$ cat config.mk
export PLATFORM = sky130hd
export DESIGN_NAME = ddr_rx_target_flat
export DESIGN_NICKNAME = d
export VERILOG_FILES = /design/src/rtl/ddr_rx_pkg.sv /design/src/rtl/ddr_rx_target_if.sv /design/src/rtl/hdr_pattern_detector.sv /design/src/rtl/ddr_rx_target.sv /design/src/flat_wrapper.sv
export SDC_FILE = /design/constraint.sdc
export NUM_CORES = 1
export LEC_CHECK = 0
export CORE_ASPECT_RATIO = 1.25
export CORE_MARGIN = 1
export CORE_UTILIZATION = 58
export CTS_CLUSTER_SIZE = 10
export DETAILED_ROUTE_END_ITERATION = 8
export PLACE_DENSITY_LB_ADDON = 0.05
export SLEW_MARGIN = 0
export SYNTH_ARGS = -nofsm -noshare
export SYNTH_HDL_FRONTEND = slang
export SYNTH_SLANG_ARGS = --single-unit
$ cat constraint.sdc
create_clock -name i_sys_clk -period 6.9 [get_ports i_sys_clk]
set_input_delay 1.38 -clock i_sys_clk [delete_from_list [all_inputs] [get_ports i_sys_clk]]
set_output_delay 1.38 -clock i_sys_clk [all_outputs]
set_load 0.03 [all_outputs]
$ cat src/rtl/ddr_rx_pkg.sv
// ddr_rx_pkg: shared definitions for the HDR-DDR target receiver and the
// target CCC engine.
//   - reception mode codes and their field lengths (in SDA bits)
//   - receive FSM state encoding
//   - HDR-DDR parity over a 16-bit history
package ddr_rx_pkg;

  localparam logic [4:0] MODE_PREAMBLE     = 5'd0;
  localparam logic [4:0] MODE_CMD_WORD     = 5'd1;
  localparam logic [4:0] MODE_DESER_BYTE   = 5'd2;
  localparam logic [4:0] MODE_CHECK_PARITY = 5'd3;
  localparam logic [4:0] MODE_DATA_WORD    = 5'd4;

  localparam logic [4:0] LEN_PREAMBLE     = 5'd2;
  localparam logic [4:0] LEN_CMD_WORD     = 5'd16;
  localparam logic [4:0] LEN_DESER_BYTE   = 5'd8;
  localparam logic [4:0] LEN_CHECK_PARITY = 5'd2;
  localparam logic [4:0] LEN_DATA_WORD    = 5'd16;

  typedef enum logic [1:0] {
    ST_IDLE = 2'd0,
    ST_RECV = 2'd1,
    ST_DONE = 2'd2
  } rx_state_e;

  function automatic logic mode_legal(input logic [4:0] mode);
    return (mode <= MODE_DATA_WORD);
  endfunction

  function automatic logic [4:0] mode_len(input logic [4:0] mode);
    logic [4:0] len;
    case (mode)
      MODE_PREAMBLE:     len = LEN_PREAMBLE;
      MODE_CMD_WORD:     len = LEN_CMD_WORD;
      MODE_DESER_BYTE:   len = LEN_DESER_BYTE;
      MODE_CHECK_PARITY: len = LEN_CHECK_PARITY;
      MODE_DATA_WORD:    len = LEN_DATA_WORD;
      default:           len = 5'd0;
    endcase
    return len;
  endfunction

  // Modes whose data bits feed the parity history.
  function automatic logic mode_has_parity(input logic [4:0] mode);
    return (mode == MODE_CMD_WORD) || (mode == MODE_DESER_BYTE) ||
           (mode == MODE_DATA_WORD);
  endfunction

  // {PA1, PA0}: PA1 over odd bits, PA0 over even bits inverted.
  function automatic logic [1:0] ddr_parity(input logic [15:0] h);
    logic pa1;
    logic pa0;
    pa1 = 1'b0;
    pa0 = 1'b1;
    for (int unsigned i = 0; i < 8; i++) begin
      pa1 = pa1 ^ h[2*i+1];
      pa0 = pa0 ^ h[2*i];
    end
    return {pa1, pa0};
  endfunction

endpackage

$ cat src/rtl/ddr_rx_target_if.sv
// ddr_rx_target_if: request/result bundle between the target CCC engine
// (master) and the HDR-DDR bit receiver (slave).
//   i_rx_en / i_rx_mode      : start request and mode (engine -> receiver)
//   o_rx_mode_done           : one-cycle field-complete pulse
//   o_preamble, o_rnw, o_ccc_value, o_rx_byte, o_rx_word : captured fields
//   o_rx_error               : parity mismatch / illegal mode
//   o_restart_done, o_exit_done : HDR Restart / Exit pulses
//   o_busy                   : receiver is collecting bits
interface ddr_rx_target_if;
  logic        i_rx_en;
  logic [4:0]  i_rx_mode;
  logic        o_rx_mode_done;
  logic [1:0]  o_preamble;
  logic        o_rnw;
  logic [7:0]  o_ccc_value;
  logic [7:0]  o_rx_byte;
  logic [15:0] o_rx_word;
  logic        o_rx_error;
  logic        o_restart_done;
  logic        o_exit_done;
  logic        o_busy;

  modport master (
    output i_rx_en, i_rx_mode,
    input  o_rx_mode_done, o_preamble, o_rnw, o_ccc_value, o_rx_byte,
           o_rx_word, o_rx_error, o_restart_done, o_exit_done, o_busy
  );

  modport slave (
    input  i_rx_en, i_rx_mode,
    output o_rx_mode_done, o_preamble, o_rnw, o_ccc_value, o_rx_byte,
           o_rx_word, o_rx_error, o_restart_done, o_exit_done, o_busy
  );
endinterface

$ cat src/rtl/hdr_pattern_detector.sv
// hdr_pattern_detector: HDR Restart / Exit recognition.
// Counts SDA falling edges while SCL is low; the count clears on every SCL
// rise.
//   i_sys_clk, i_sys_rst : clock, synchronous active-low reset
//   i_scl, i_sda         : synchronized bus lines
//   o_abort              : count >= 2, kill any reception in progress
//   o_restart_done       : pulse, SCL rose with a count of 2 or 3
//   o_exit_done          : pulse, count reached 4
module hdr_pattern_detector (
  input  logic i_sys_clk,
  input  logic i_sys_rst,
  input  logic i_scl,
  input  logic i_sda,
  output logic o_abort,
  output logic o_restart_done,
  output logic o_exit_done
);

  logic       scl_q;
  logic       sda_q;
  logic [2:0] fall_cnt_q;
  logic       restart_q;
  logic       exit_q;
  logic       scl_rise;
  logic       sda_fall;

  always_comb begin
    scl_rise = i_scl & ~scl_q;
    sda_fall = sda_q & ~i_sda & ~i_scl;
  end

  always_ff @(posedge i_sys_clk) begin
    if (!i_sys_rst) begin
      scl_q      <= 1'b0;
      sda_q      <= 1'b0;
      fall_cnt_q <= '0;
      restart_q  <= 1'b0;
      exit_q     <= 1'b0;
    end else begin
      scl_q     <= i_scl;
      sda_q     <= i_sda;
      restart_q <= 1'b0;
      exit_q    <= 1'b0;
      if (scl_rise) begin
        fall_cnt_q <= '0;
        if ((fall_cnt_q == 3'd2) || (fall_cnt_q == 3'd3)) restart_q <= 1'b1;
      end else if (sda_fall && (fall_cnt_q != 3'd4)) begin
        // Saturate at 4 so a long Exit pattern pulses only once.
        fall_cnt_q <= fall_cnt_q + 3'd1;
        if (fall_cnt_q == 3'd3) exit_q <= 1'b1;
      end
    end
  end

  assign o_abort        = (fall_cnt_q >= 3'd2);
  assign o_restart_done = restart_q;
  assign o_exit_done    = exit_q;

endmodule

$ cat src/rtl/ddr_rx_target.sv
// ddr_rx_target: target-side HDR-DDR bit receiver.
// Samples SDA on both SCL edges and assembles the field selected by the CCC
// engine (preamble, command word, byte, parity, data word). Returns a
// one-cycle done pulse with the captured field and flags parity errors.
// HDR Restart / Exit abort any reception in progress.
//   i_sys_clk, i_sys_rst : clock, synchronous active-low reset
//   i_scl, i_sda         : synchronized bus lines
//   rx_if                : request/result bundle (slave side)
module ddr_rx_target
  import ddr_rx_pkg::*;
(
  input  logic             i_sys_clk,
  input  logic             i_sys_rst,
  input  logic             i_scl,
  input  logic             i_sda,
  ddr_rx_target_if.slave   rx_if
);

  rx_state_e   state_q;
  logic [4:0]  mode_q;
  logic [4:0]  cnt_q;
  logic [15:0] shift_q;
  logic [15:0] hist_q;
  logic        scl_q;
  logic        done_q;
  logic [1:0]  preamble_q;
  logic        rnw_q;
  logic [7:0]  ccc_q;
  logic [7:0]  byte_q;
  logic [15:0] word_q;
  logic        err_q;

  logic [4:0]  cnt_d;
  logic [15:0] shift_d;
  logic [15:0] hist_d;
  logic        scl_edge;
  logic        abort;
  logic        restart_pulse;
  logic        exit_pulse;

  hdr_pattern_detector u_pattern (
    .i_sys_clk      (i_sys_clk),
    .i_sys_rst      (i_sys_rst),
    .i_scl          (i_scl),
    .i_sda          (i_sda),
    .o_abort        (abort),
    .o_restart_done (restart_pulse),
    .o_exit_done    (exit_pulse)
  );

  // shift_d already holds the bit being sampled, so the output fields can be
  // loaded on the final edge and be valid together with the done pulse.
  always_comb begin
    scl_edge = i_scl ^ scl_q;
    cnt_d    = cnt_q + 5'd1;
    shift_d  = {shift_q[14:0], i_sda};
    hist_d   = {hist_q[14:0], i_sda};
  end

  always_ff @(posedge i_sys_clk) begin
    if (!i_sys_rst) begin
      state_q    <= ST_IDLE;
      mode_q     <= '0;
      cnt_q      <= '0;
      shift_q    <= '0;
      hist_q     <= '0;
      scl_q      <= 1'b0;
      done_q     <= 1'b0;
      preamble_q <= '0;
      rnw_q      <= 1'b0;
      ccc_q      <= '0;
      byte_q     <= '0;
      word_q     <= '0;
      err_q      <= 1'b0;
    end else begin
      // Tracked in every state so an edge in the start cycle is consumed.
      scl_q  <= i_scl;
      done_q <= 1'b0;
      case (state_q)
        ST_IDLE: begin
          if (rx_if.i_rx_en) begin
            mode_q <= rx_if.i_rx_mode;
            cnt_q  <= '0;
            if (mode_legal(rx_if.i_rx_mode)) begin
              err_q   <= 1'b0;
              state_q <= ST_RECV;
            end else begin
              err_q   <= 1'b1;
              done_q  <= 1'b1;
              state_q <= ST_DONE;
            end
          end
        end

        ST_RECV: begin
          // Abort has priority over a coincident final-bit edge.
          if (abort) begin
            state_q <= ST_IDLE;
          end else if (scl_edge) begin
            shift_q <= shift_d;
            cnt_q   <= cnt_d;
            if (mode_has_parity(mode_q)) hist_q <= hist_d;
            if (cnt_d == mode_len(mode_q)) begin
              done_q  <= 1'b1;
              state_q <= ST_DONE;
              case (mode_q)
                MODE_PREAMBLE: begin
                  preamble_q <= shift_d[1:0];
                  hist_q     <= '0;
                end
                MODE_CMD_WORD: begin
                  rnw_q <= shift_d[15];
                  ccc_q <= shift_d[7:0];
                end
                MODE_DESER_BYTE:   byte_q <= shift_d[7:0];
                MODE_CHECK_PARITY: err_q  <= (shift_d[1:0] != ddr_parity(hist_q));
                MODE_DATA_WORD:    word_q <= shift_d;
                default:           err_q  <= 1'b1;
              endcase
            end
          end
        end

        ST_DONE: state_q <= ST_IDLE;

        default: state_q <= ST_IDLE;
      endcase
    end
  end

  assign rx_if.o_rx_mode_done = done_q;
  assign rx_if.o_preamble     = preamble_q;
  assign rx_if.o_rnw          = rnw_q;
  assign rx_if.o_ccc_value    = ccc_q;
  assign rx_if.o_rx_byte      = byte_q;
  assign rx_if.o_rx_word      = word_q;
  assign rx_if.o_rx_error     = err_q;
  assign rx_if.o_restart_done = restart_pulse;
  assign rx_if.o_exit_done    = exit_pulse;
  assign rx_if.o_busy         = (state_q == ST_RECV);

endmodule

$ cat src/flat_wrapper.sv
// flat-port wrapper written by rule: the top's interface ports become plain ports
module ddr_rx_target_flat import ddr_rx_pkg::*;
  (i_sys_clk, i_sys_rst, i_scl, i_sda, rx_if_i_rx_en, rx_if_i_rx_mode, rx_if_o_rx_mode_done, rx_if_o_preamble, rx_if_o_rnw, rx_if_o_ccc_value, rx_if_o_rx_byte, rx_if_o_rx_word, rx_if_o_rx_error, rx_if_o_restart_done, rx_if_o_exit_done, rx_if_o_busy);
  ddr_rx_target_if rx_if_i ();
  input  logic i_sys_clk;
  input  logic i_sys_rst;
  input  logic i_scl;
  input  logic i_sda;
  input wire logic [$bits(rx_if_i.i_rx_en)-1:0] rx_if_i_rx_en;
  input wire logic [$bits(rx_if_i.i_rx_mode)-1:0] rx_if_i_rx_mode;
  output wire logic [$bits(rx_if_i.o_rx_mode_done)-1:0] rx_if_o_rx_mode_done;
  output wire logic [$bits(rx_if_i.o_preamble)-1:0] rx_if_o_preamble;
  output wire logic [$bits(rx_if_i.o_rnw)-1:0] rx_if_o_rnw;
  output wire logic [$bits(rx_if_i.o_ccc_value)-1:0] rx_if_o_ccc_value;
  output wire logic [$bits(rx_if_i.o_rx_byte)-1:0] rx_if_o_rx_byte;
  output wire logic [$bits(rx_if_i.o_rx_word)-1:0] rx_if_o_rx_word;
  output wire logic [$bits(rx_if_i.o_rx_error)-1:0] rx_if_o_rx_error;
  output wire logic [$bits(rx_if_i.o_restart_done)-1:0] rx_if_o_restart_done;
  output wire logic [$bits(rx_if_i.o_exit_done)-1:0] rx_if_o_exit_done;
  output wire logic [$bits(rx_if_i.o_busy)-1:0] rx_if_o_busy;
  assign rx_if_i.i_rx_en = rx_if_i_rx_en;
  assign rx_if_i.i_rx_mode = rx_if_i_rx_mode;
  assign rx_if_o_rx_mode_done = rx_if_i.o_rx_mode_done;
  assign rx_if_o_preamble = rx_if_i.o_preamble;
  assign rx_if_o_rnw = rx_if_i.o_rnw;
  assign rx_if_o_ccc_value = rx_if_i.o_ccc_value;
  assign rx_if_o_rx_byte = rx_if_i.o_rx_byte;
  assign rx_if_o_rx_word = rx_if_i.o_rx_word;
  assign rx_if_o_rx_error = rx_if_i.o_rx_error;
  assign rx_if_o_restart_done = rx_if_i.o_restart_done;
  assign rx_if_o_exit_done = rx_if_i.o_exit_done;
  assign rx_if_o_busy = rx_if_i.o_busy;
  ddr_rx_target u_core (.i_sys_clk(i_sys_clk), .i_sys_rst(i_sys_rst), .i_scl(i_scl), .i_sda(i_sda), .rx_if(rx_if_i));
endmodule
Word level (Yosys, flattened, before mapping)
Index checks and enable logic that the tools add are counted.
W data, S select, Z words.
{"block": "word_totals", "ram_bits": 0, "inputBits": 10, "latch_bits": 0, "romBits": 0, "regBits": 87, "word_cells": 117, "n_memories": 0}
{"block": "classes", "n_mul": 0, "div_mod_pow": 0, "reduce_logical": 22, "n_lt_le_gt_ge": 2, "bitwise": 25, "mux": 32, "addsub": 2, "n_shift": 0, "eq_ne": 17}
{"operator": "$mux W16", "n": 3}
{"operator": "$mux W5", "n": 7}
{"operator": "$reduce_and A5 Y1", "n": 4}
{"operator": "$pmux W5 S3", "n": 1}
{"operator": "$xor A1 B1 Y1", "n": 15}
{"operator": "$mux W1", "n": 11}
{"operator": "$eq A5 B2 Y1 const B", "n": 2}
{"operator": "$mux W2", "n": 5}
{"operator": "$pmux W5 S2", "n": 1}
{"operator": "$not A1 Y1", "n": 7}
{"operator": "$eq A3 B2 Y1 const B", "n": 2}
{"operator": "$ne A2 B2 Y1 const B", "n": 3}
{"operator": "$ne A3 B1 Y1 const B", "n": 2}
{"operator": "$pmux W1 S2", "n": 3}
{"operator": "$reduce_and A3 Y1", "n": 2}
{"operator": "$reduce_and A6 Y1", "n": 1}
{"operator": "$reduce_or A2 Y1", "n": 3}
{"operator": "$add A5 B1 Y5 const B", "n": 1}
{"operator": "$eq A5 B1 Y1 const B", "n": 1}
{"operator": "$eq A5 B3 Y1 const B", "n": 1}
{"operator": "$eq A5 B5 Y1", "n": 1}
{"operator": "$le A5 B3 Y1 const B", "n": 1}
{"operator": "$logic_not A5 Y1", "n": 1}
{"operator": "$ne A2 B1 Y1 const B", "n": 2}
{"operator": "other kinds (15)", "n": 20}

Logic depth before layout (Yosys ltp)
{"block": "depth", "depth_word": 14, "mapped_depth": 10, "mapped_depth_nobuf": 8}

By module
From an unflattened synthesis, not the netlist that was laid out.
{"block": "unflattened", "hier_cells": 405, "area_unflattened_um2": 3843.7}
{"module": "ddr_rx_target", "area_per_inst_um2": 3515.9, "n_inst": 1, "seq_area_each_um2": 1621.6, "cells_each": 374}
{"module": "hdr_pattern_detector", "area_per_inst_um2": 327.8, "n_inst": 1, "seq_area_each_um2": 140.1, "cells_each": 31}

Worst setup path before layout
OpenSTA, ideal clock, no wires.
{"block": "synth_path", "kind": "input -> register", "startpoint": "input port i_scl", "endpoint": "register u_core.word_q[0], in the netlist u_core.rx_if.o_rx_word[0]", "n_path_buf": 2, "setup_ns": 0.116, "cell_stages": 8, "t_required_ns": 6.784, "arrival_time_ns": 3.054, "slack_ns": 3.729, "path_cell_list": "ha_1 or3_1 buf_2 nor2_1 nand4_2 buf_2 mux2i_1 nor2b_1"}
{"block": "synth_between", "elab_chain_len": 2}
{"item": "start, declared", "line_no": "flat_wrapper.sv:7", "rtl": "input logic i_scl;"}
{"item": "$xor A1 B1 Y1", "line_no": "ddr_rx_target.sv:54", "rtl": "scl_edge = i_scl ^ scl_q;"}
{"item": "$reduce_and A5 Y1 (no source line)"}
{"item": "end signal, assigned", "line_no": "ddr_rx_target.sv:117", "rtl": "MODE_DATA_WORD: word_q <= shift_d;"}
{"item": "end, declared", "line_no": "ddr_rx_target.sv:30", "rtl": "logic [15:0] word_q;"}
No other way between the ends.
A chain may end at the register's enable or synchronous reset.

Worst setup path in the final report
{"block": "layout_path", "startpoint": "input port i_scl", "endpoint": "register u_core.word_q[4], in the netlist u_core.rx_if.o_rx_word[4]"}
The elaborated chain is that of the path after synthesis.

==> flow_summary.json <==
{
  "clk_latency_ns": 0.35,
  "cts.clk_slew.worst_paths_ns": 0.09,
  "setup_viol": 0,
  "worst_setup_path_end_kind": "flip-flop",
  "final.min_clock_period_ns": 3.99,
  "p_comb_share_pct": 6.1,
  "rsz0062_at_grt": "no",
  "io_pins": 50,
  "synthArstFlopShare_pct": 0,
  "rows": 32,
  "post_cts_buffers": 0,
  "cp-startpoint": "i_scl",
  "track_usage_pct": 22.4,
  "worst_clock_skew_ns": 0.00840,
  "outcome": "finished, final reports clean",
  "drc": 0,
  "via_per_inst": 5.21,
  "drt_iter0_drc": 139,
  "power.leakage_uw": 0.00178,
  "grt_pass1_wl_mm": 11.9,
  "synth_area_leaders": "dfxtp_1 (46%), mux2i_1 (14%), nor2b_1 (5.9%), nand2_1 (5.4%), a21boi_0 (4.4%)",
  "core-area_um2": 6250,
  "drive_above_1_share_pct": 5.90,
  "synth_edf_count": 0,
  "slew_headroom_pct": 35.3,
  "avgSynthCellArea_um2": 9.54,
  "drv_slew": 0,
  "initial_core_util_pct": 60.7,
  "cts_tree": "yes",
  "ant_nets": 0,
  "worstHoldStart": "u_core.rx_if.o_preamble[1]",
  "die_h_um": 92.4,
  "hp-class": "flip-flop to flip-flop",
  "drt_pre_antenna_iters": 4,
  "fin_setup_tns_ns": 0,
  "synth_area_leader_cell": "dfxtp_1",
  "area_delta_synth_final_pct": 18.1,
  "netSwitchingPower_uw": 219,
  "clockPowerShare_pct": 36.4,
  "ys_ff_latch": 87,
  "netlist_area_um2": 3790,
  "critPathMaxFanout": 25,
  "cts.path.max_buffers": 2,
  "cts_hold_buf": 0,
  "yosys.area.top_type_share_pct": 46.0,
  "grt_pass1_vias": 2687,
  "wl_mm": 6.89,
  "diodes": 0,
  "syn_inst": 397,
  "final_nets": 452,
  "final_area_um2": 4480,
  "r2r_start": "u_core.u_pattern.fall_cnt_q[0]",
  "clock-sinks": 87,
  "dp.cells": 510,
  "numCtsBuffers": 9,
  "seqPwrFrac_pct": 57.5,
  "crit_arrival_ns": 4.24,
  "wire_per_inst_um": 13.1,
  "finalNonFillerCells": 526,
  "fin_crit_sh_pct": 57.8,
  "grt_max_degree": 71,
  "worstPathRequired_ns": 7.15,
  "place_area_um2": 4290,
  "fmax_mhz": 251,
  "drv_cap": 0,
  "portBuffers": 49,
  "finalHoldViolations": 0,
  "p_int_uw": 671,
  "synthFlopType": "dfxtp_1",
  "cts-root-buf": "clkbuf_8",
  "post_cts_resized": 0,
  "swShare_pct": 24.6,
  "die_w_um": 74.3,
  "start_kind": "input pin",
  "die_area_um2": 6860,
  "yosysUniqueCellTypes": 41,
  "antenna_found_initial": 0,
  "ys_warn_count": 0,
  "synth_nets": 413,
  "vias": 2740,
  "n_fill_cell": 516,
  "place.gp.congestion": 0.827,
  "power_density_nw_per_um2": 199,
  "ys_seq_area_share_pct": 46.0,
  "post-dp-hpwl_mm": 4.83,
  "overflow": 0,
  "critical_path_class": "input pin to flip-flop",
  "tightest_slew_ns": 0.970,
  "htree_num_levels": 3,
  "irDropWorstVdd_v": 0.000160
}
metrics by stage:
stage          hold WS [ns]  utilization [%]  total power, uW  worst slack, ns
6_report              0.463             71.7              890             2.91
5_1_grt               0.502             71.7              928             2.72
4_1_cts               0.467             71.7              899             2.85
3_5_place_dp          0.449             68.7              578             2.48
3_3_place_gp          0.446             68.7              578             2.61
2_1_floorplan         0.454                -              563             3.73
area by class of cell:
cell class / count / area [um^2] / area share (%)
multi-input cells: 281 / 1930 / 43.0
flip-flops and latches: 87 / 1740 / 38.9
repair buffers: 50 / 493 / 11.0
clock buffers: 10 / 138 / 3.08
well taps: 85 / 106 / 2.38
clock inverters: 6 / 45.0 / 1.01
inverters: 7 / 26.3 / 0.587
Yosys cell counts (2+ instances only):
master and count:
nand3_1 8, mux2i_1 52, xnor2_1 15, ha_1 6, and2_1 6, a21boi_0 22, or3_1 4, nand4_1 2
nand2b_1 2, nor2_1 30, o21ai_0 7, clkbuf_1 14, nor2b_1 36, a21oi_1 5, nand2_1 54, dfxtp_1 87
buf_2 5, inv_1 7, xor2_1 7, nor3_1 7
layer usage:
metal | track usage, % | vias up | share of wire [%]
met1 | 27.0 | 1285 | 46
met3 | 4.57 | 14 | 2.8
met5 | 0 | - | 0
met4 | 7.55 | 0 | 1.5
met2 | 39.0 | 45 | 50
li1 | - | 1396 | -
placed cells by master, fill, tap and decap left out, types with 2 or more instances in the layout:
master | netlist | layout
nand4_1 | 2 | 2
a21oi_1 | 5 | 5
dfxtp_1 | 87 | 87
inv_1 | 7 | 7
nor2b_1 | 36 | 36
mux2i_1 | 52 | 52
and2_1 | 6 | 6
nor3_2 | 1 | 2
ha_1 | 6 | 6
or3_1 | 4 | 4
xnor2_1 | 15 | 15
nand3_1 | 8 | 8
clkinvlp_4 | 0 | 3
clkdlybuf4s50_1 | 0 | 48
nand2_1 | 54 | 54
clkbuf_8 | 0 | 10
a21boi_0 | 22 | 22
nor3_1 | 7 | 6
nand2b_1 | 2 | 2
nor2_1 | 30 | 30
xor2_1 | 7 | 7
o21ai_0 | 7 | 7
power by group through the flow:
stage / Combinational [uW] / Sequential [uW] / Clock, uW
after floorplan: 40.8 / 522 / 0
after global placement: 54.0 / 524 / 0
after detailed placement: 54.2 / 524 / 0
after CTS: 54.6 / 512 / 332
after global routing: 59.7 / 513 / 356
final: 54.3 / 512 / 324
path summary, 6_finish.rpt:
path                                endpoint  slack [ns]  cells after the start
setup reg to reg   u_core.rx_if.o_rx_word[4]        3.78                      8
setup / recovery   u_core.rx_if.o_rx_word[4]        2.91                      7
hold / removal    u_core.rx_if.o_preamble[1]        0.46                      2
hold reg to reg   u_core.rx_if.o_preamble[1]        0.46                      2
cells by family (layout without fill, tap and decap cells):
family,Yosys count,count (layout),share of synthesized area (%)
DFF,87,87,46.0
adders and majority gates,7,7,2.25
buffers and inverters,29,73,3.34
AOI/OAI and AO/OA,41,41,7.93
muxes,52,52,13.7
xor gates and xnor gates,24,24,6.11
and+or+nand+nor,157,157,20.7
state kept, by name, indices dropped and copies added (netlist names):
signal / count
u_core.rx_if.o_ccc_value: 8
u_core.cnt_q: 5
u_core.u_pattern.sda_q: 1
u_core.rx_if.o_rx_error: 1
u_core.state_q: 2
u_core.u_pattern.fall_cnt_q: 3
u_core.hist_q: 16
u_core.rx_if.o_rnw: 1
u_core.rx_if.o_rx_byte: 8
u_core.shift_q: 15
u_core.rx_if.o_preamble: 2
u_core.rx_if.o_rx_mode_done: 1
u_core.u_pattern.o_restart_done: 1
u_core.scl_q: 1
u_core.rx_if.o_rx_word: 16
u_core.u_pattern.o_exit_done: 1
u_core.mode_q: 5
critical path, cell delays in order:
cell and delay [ns]:
clkdlybuf4s50_1 0.44, ha_1 0.35, or3_1 0.75, nor2_1 0.26, nand4_2 0.61, mux2i_1 0.37, nor2b_1 0.07
No activity file was read; power rests on OpenSTA's default activity.
